**config.mk**
```make
export PLATFORM = sky130hd
export DESIGN_NAME = apb_mac_master
export DESIGN_NICKNAME = d
export VERILOG_FILES = /design/src/rtl/apb_mac_pkg.sv /design/src/rtl/apb_mac_master_timer.sv /design/src/rtl/apb_mac_master.sv
export SDC_FILE = /design/constraint.sdc
export NUM_CORES = 1
export LEC_CHECK = 0
export ABC_AREA = 1
export CAP_MARGIN = 20
export CORE_MARGIN = 4
export CORE_UTILIZATION = 43
export DETAILED_ROUTE_END_ITERATION = 8
export PLACE_DENSITY_LB_ADDON = 0.15
export SETUP_SLACK_MARGIN = 0.05
export SKIP_CTS_REPAIR_TIMING = 1
export SYNTH_ARGS = -nofsm -noshare
export SYNTH_HDL_FRONTEND = slang
export SYNTH_SLANG_ARGS = --single-unit
```
**constraint.sdc**
```tcl
create_clock -name PCLK -period 8.5 [get_ports PCLK]
set_input_delay 0.85 -clock PCLK [delete_from_list [all_inputs] [get_ports PCLK]]
set_output_delay 0.85 -clock PCLK [all_outputs]
set_load 0.03 [all_outputs]
```
**src/rtl/apb_mac_pkg.sv**
```systemverilog
// Shared definitions for the APB MAC requester: FSM state encoding,
// register offsets of the apb_mac_design completer, and a helper that
// sizes the wait-state counter used by the optional timeout logic.
package apb_mac_pkg;

    typedef enum logic [1:0] {
        IDLE   = 2'd0,
        SETUP  = 2'd1,
        ACCESS = 2'd2
    } apb_state_e;

    // Byte offsets of the MAC completer registers, relative to SLAVE_BASE
    localparam logic [31:0] MAC_A_OFF    = 32'h0000_0000;
    localparam logic [31:0] MAC_B_OFF    = 32'h0000_0004;
    localparam logic [31:0] MAC_ACC_OFF  = 32'h0000_0008;
    localparam logic [31:0] MAC_CTRL_OFF = 32'h0000_000C;

    // Counter width needed to hold values 0..cycles
    function automatic int timeout_w(input int cycles);
        return $clog2(cycles + 1);
    endfunction

endpackage

```
**src/rtl/apb_mac_master_timer.sv**
```systemverilog
// Wait-state counter for the APB requester. Counts ACCESS cycles in which
// the completer holds PREADY low and flags the cycle that is the
// TIMEOUT_CYCLES-th such wait, so the requester aborts at that edge.
// Only instantiated when APB_MAC_MASTER_TIMEOUT_EN is defined.
module apb_mac_master_timer
    import apb_mac_pkg::*;
#(
    parameter int TIMEOUT_CYCLES = 16
) (
    input  logic clk_i,
    input  logic rst_i,
    input  logic clear_i,
    input  logic wait_i,
    output logic timeout_o
);

    localparam int TW = timeout_w(TIMEOUT_CYCLES);

    logic [TW-1:0] count_q;
    logic [TW-1:0] count_d;

    assign timeout_o = wait_i && (count_q == TW'(TIMEOUT_CYCLES - 1));

    // Next count: restart on a newly accepted command, advance on each wait cycle
    always_comb begin
        count_d = count_q;
        if (clear_i) begin
            count_d = '0;
        end else if (wait_i) begin
            count_d = count_q + TW'(1);
        end
    end

    // Counter register
    always_ff @(posedge clk_i or posedge rst_i) begin
        if (rst_i) begin
            count_q <= '0;
        end else begin
            count_q <= count_d;
        end
    end

endmodule

```
**src/rtl/apb_mac_master.sv**
```systemverilog
// APB requester driving the apb_mac_design completer from a one-deep local
// command port. Runs SETUP/ACCESS, waits on PREADY and returns PRDATA and
// PSLVERR as a single-cycle response pulse. All outputs except cmd_ready
// are registered.
// Optional feature: define APB_MAC_MASTER_TIMEOUT_EN to abort a transfer
// with rsp_err=1 after TIMEOUT_CYCLES consecutive wait states.
module apb_mac_master
    import apb_mac_pkg::*;
#(
    parameter int                    ADDR_WIDTH     = 32,
    parameter int                    DATA_WIDTH     = 32,
    parameter logic [ADDR_WIDTH-1:0] SLAVE_BASE     = '0,
    parameter int                    TIMEOUT_CYCLES = 16
) (
    input  logic                  PCLK,
    input  logic                  PRESET,
    input  logic                  cmd_valid,
    output logic                  cmd_ready,
    input  logic                  cmd_write,
    input  logic [ADDR_WIDTH-1:0] cmd_addr,
    input  logic [DATA_WIDTH-1:0] cmd_wdata,
    output logic                  rsp_valid,
    output logic [DATA_WIDTH-1:0] rsp_rdata,
    output logic                  rsp_err,
    output logic [ADDR_WIDTH-1:0] PADDR,
    output logic                  PSELx,
    output logic                  PENABLE,
    output logic                  PWRITE,
    output logic [DATA_WIDTH-1:0] PWDATA,
    input  logic [DATA_WIDTH-1:0] PRDATA,
    input  logic                  PREADY,
    input  logic                  PSLVERR
);

    apb_state_e            state_q,     state_d;
    logic [ADDR_WIDTH-1:0] paddr_q,     paddr_d;
    logic                  psel_q,      psel_d;
    logic                  penable_q,   penable_d;
    logic                  pwrite_q,    pwrite_d;
    logic [DATA_WIDTH-1:0] pwdata_q,    pwdata_d;
    logic                  rspValid_q,  rspValid_d;
    logic [DATA_WIDTH-1:0] rspRdata_q,  rspRdata_d;
    logic                  rspErr_q,    rspErr_d;
    logic                  timeoutHit;

`ifdef APB_MAC_MASTER_TIMEOUT_EN
    logic timerClear;
    logic timerWait;

    assign timerClear = (state_q == IDLE) && cmd_valid;
    assign timerWait  = (state_q == ACCESS) && !PREADY;

    apb_mac_master_timer #(
        .TIMEOUT_CYCLES (TIMEOUT_CYCLES)
    ) u_timer (
        .clk_i     (PCLK),
        .rst_i     (PRESET),
        .clear_i   (timerClear),
        .wait_i    (timerWait),
        .timeout_o (timeoutHit)
    );
`else
    assign timeoutHit = 1'b0;
`endif

    assign cmd_ready = (state_q == IDLE);
    assign PADDR     = paddr_q;
    assign PSELx     = psel_q;
    assign PENABLE   = penable_q;
    assign PWRITE    = pwrite_q;
    assign PWDATA    = pwdata_q;
    assign rsp_valid = rspValid_q;
    assign rsp_rdata = rspRdata_q;
    assign rsp_err   = rspErr_q;

    // Next-state and next-output logic; address/data hold their last values after completion
    always_comb begin
        state_d    = state_q;
        paddr_d    = paddr_q;
        psel_d     = psel_q;
        penable_d  = penable_q;
        pwrite_d   = pwrite_q;
        pwdata_d   = pwdata_q;
        rspValid_d = 1'b0;
        rspRdata_d = rspRdata_q;
        rspErr_d   = rspErr_q;
        unique case (state_q)
            IDLE: begin
                if (cmd_valid) begin
                    paddr_d   = SLAVE_BASE + cmd_addr;
                    pwrite_d  = cmd_write;
                    pwdata_d  = cmd_write ? cmd_wdata : '0;
                    psel_d    = 1'b1;
                    penable_d = 1'b0;
                    state_d   = SETUP;
                end
            end
            SETUP: begin
                penable_d = 1'b1;
                state_d   = ACCESS;
            end
            ACCESS: begin
                if (PREADY) begin
                    rspValid_d = 1'b1;
                    rspRdata_d = pwrite_q ? '0 : PRDATA;
                    rspErr_d   = PSLVERR;
                    psel_d     = 1'b0;
                    penable_d  = 1'b0;
                    state_d    = IDLE;
                end else if (timeoutHit) begin
                    rspValid_d = 1'b1;
                    rspRdata_d = '0;
                    rspErr_d   = 1'b1;
                    psel_d     = 1'b0;
                    penable_d  = 1'b0;
                    state_d    = IDLE;
                end
            end
            default: begin
                psel_d    = 1'b0;
                penable_d = 1'b0;
                state_d   = IDLE;
            end
        endcase
    end

    // State and output registers; reset drops any transfer in flight without a response
    always_ff @(posedge PCLK or posedge PRESET) begin
        if (PRESET) begin
            state_q    <= IDLE;
            paddr_q    <= '0;
            psel_q     <= 1'b0;
            penable_q  <= 1'b0;
            pwrite_q   <= 1'b0;
            pwdata_q   <= '0;
            rspValid_q <= 1'b0;
            rspRdata_q <= '0;
            rspErr_q   <= 1'b0;
        end else begin
            state_q    <= state_d;
            paddr_q    <= paddr_d;
            psel_q     <= psel_d;
            penable_q  <= penable_d;
            pwrite_q   <= pwrite_d;
            pwdata_q   <= pwdata_d;
            rspValid_q <= rspValid_d;
            rspRdata_q <= rspRdata_d;
            rspErr_q   <= rspErr_d;
        end
    end

endmodule

```
==> results.cfg <==
[yosys]
yosys-top-cells-count = nand2_1, dfrtp_1, o21ai_0
multiplexer_share_of_the_synthesized_area_pct = 0
synth-async-reset-ratio_pct = 100.0
ys.warnings.count = 0
number_of_different_library_cells_in_the_post_synthesis_netlist = 15
yosys.area.top_type_share_pct = 63.57
synth-simple-area-share_pct = 25.86
synth_enable_flop_cells = 0
post_synth_inst_count = 435
cell_with_the_most_instances_after_synthesis = nand2_1
ys_seq_elements = 102
synth_top_family_by_area = simple AND/OR/NAND/NOR gates
synth_area_sq_mm = 0.004015
ys_seq_area_share_pct = 63.57
synth_top_area_cell = dfrtp_1
syn-mean-instance-area_sq_um = 9.230
synthFlopType = dfrtp_1
synth.net_count = 537
synth.top_cells.by_area = dfrtp_1, nand2_1, o21ai_2
synth_compound_gate_area_share_pct = 5.640
synth-xor-area-share_pct = 0
synth-adder-area-share_pct = 0

[sta]
setup-tns-final_ps = 0
unrepaired_setup_endpoints_after_global_routing = no
fin_hold_ws_ps = 484.6
finalCriticalPeriod_ps = 2505
setup_viol_count_final = 0
timing.final.max_slew_violations = 0
max_slew_margin_pct = 37.07
final_critical_path_setup_slack_ps = 5995
fmax_ghz = 0.3992
hold_fails_final_rpt = 0
clock-skew-final_ps = 9.062
post-route-period-util_pct = 29.47
max_slew.worst_pin.slew_ps = 942.9

[hold_path]
min_from = PADDR[1]$_DFFE_PP0P_
worstHoldPathType = reg -> reg

[setup_path]
critPathBufInv = 1
r2r_slack_ps = 6440
end_kind = output pin
worst_ep_required_time_ps = 7650
path_max_fanout = 6
critical-path-max-stage-delay_ps = 690
critPathLaunch = state_q[1]$_DFFE_PP0P_
critPathSlowestCell = clkdlybuf4s50_1
rr_startpoint = state_q[1]$_DFFE_PP0P_
cell_type_group_with_the_largest_total_delay_on_the_critical_path = buffers and inverters
cp.arrival_ps = 1650
critical_path.startpoint_type = flop
crit_type = reg -> out
timing.critical_path.cells = nor2_4 -> clkdlybuf4s50_1

[grt]
total_overflow_reported_by_the_global_router = 0
number_of_antenna_violations_at_the_first_check_in_global_routing = 0
maximum_number_of_pins_on_one_net_before_global_route_repair = 70
globalRouteTotalUtil_pct = 20.13
wire_length_of_the_first_global_routing_pass_um = 17660
vias_in_the_first_global_route = 3453

[cts]
clkSinkCount = 102
cts_tree = yes
clk_pin_slew_worst_paths_ps = 90
maximum_clock_path_buffer_count = 2
clk-insertion-delay-late_ps = 360
tritoncts.num_buffers = 9
cts.htree.levels = 3
cts_root_buffer = clkbuf_8

[place]
dpl_cell_area_sq_mm = 0.006028
dp_worst_setup_slack_ps = 5632
place.port_buffers = 203
dpl.hpwl_um = 7957
gp_congestion = 0.7598

[route]
detailroute.wirelength.met3_um = 1068
drc = 0
met2_length_um = 5418
detailedRoute.firstPassIterationCount = 4
routed-via-count = 3493
drt.antenna.violating_nets = 0
maxUsedRoutingLayer = met4
detailedRoute.firstIterationViolations = 104
via_per_inst = 4.720
met1_length_um = 4374
routed_wire_length_per_instance_um = 14.88
routed_wl_um = 11010

[floorplan]
floorplan.die.width_um = 104.6
die_ar_sq_mm = 0.01095
io-pin-count = 204
fp-row-count = 34
coreArea_sq_mm = 0.008891
die_height_um = 104.6
initial_core_util_pct = 45.16

[cells_and_area]
fraction_of_final_layout_cells_with_drive_strength_greater_than_1_pct = 5.696
cell_area_after_layout_sq_mm = 0.006284
antenna_cells = 0
num-nets-final = 730
syn2layout_area_growth_pct = 56.50

[pwr]
worst_ir_drop_vdd_mv = 0.2275
report.power.total_uw = 2558
power.density_mw_per_mm2 = 407.1
power.static_leakage_uw = 0.003048

[run]
max_cap_viol_count = 0

[outcome]
status = finished, final reports clean
[layout make-up]
type | count | area [sq um]
Clock buffer | 12 | 165.2
Clock inverter | 3 | 90.09
Fill cell | 678 | 2608
Inverter | 7 | 28.78
Multi-Input combinational cell | 303 | 1265
Sequential cell | 102 | 2552
Tap cell | 108 | 135.1
Timing Repair Buffer | 205 | 2047
[per-layer routing]
metal,vias to the layer above,track usage [%]
met5,-,0
li1,1705,-
met3,10,8.570
met2,139,33.16
met4,0,5.061
met1,1639,24.62
[worst register-to-register path, delay by kind of cell, from the launching register on]
kind	cells	cell delay, ps
simple gates	5	1540
flops	1	460
[path summary, 6_finish.rpt]
path,depth (start not counted),endpoint
worst max-delay path,2,cmd_ready
worst min-delay path,2,PADDR[1]$_DFFE_PP0P_
worst max register to register,5,PWDATA[20]$_DFFE_PP0P_
worst min register to register,2,PADDR[1]$_DFFE_PP0P_
max in group asynchronous,3,PSELx$_DFFE_PP0P_
min in group asynchronous,2,PWDATA[21]$_DFFE_PP0P_
[report_power, final]
group,internal [uW],total (uW),switching (uW)
registers,707,832,125
logic,532,1350,820
clock network,218,374,156
[kinds of logic (layout without fill, tap and decap cells)]
logic type	after synthesis	in the layout
AO/OA/AOI/OAI	35	35
buffers and inverters	30	227
AND/OR/NAND/NOR	268	268
flip-flops	102	102
[cells in the final DEF (no fill, tap or decap)]
cell type and count:
buf_4 2, bufinv_16 3, clkbuf_8 12, clkdlybuf4s50_1 203, dfrtp_1 102, inv_1 5, inv_2 1, inv_4 1
nand2_1 263, nand2_4 1, nand3_2 1, nand3b_1 1, nor2_4 2, o21ai_0 21, o21ai_2 13, o21bai_1 1
[through the flow]
stage | cells | util (%)
6_report | 740 | 70.67
5_1_grt | 740 | 70.67
4_1_cts | 740 | 70.67
3_5_place_dp | 725 | 67.80
3_3_place_gp | 725 | 67.80
2_1_floorplan | 435 | -
[sequential cells by signal, indices dropped and copies added (netlist names)]
| register | count |
|---|---|
| PADDR | 32 |
| PSELx | 1 |
| PWDATA | 32 |
| PWRITE | 1 |
| rsp_err | 1 |
| rsp_rdata | 32 |
| rsp_valid | 1 |
| state_q | 2 |
Note: power is estimated with default switching activity, not from simulation.
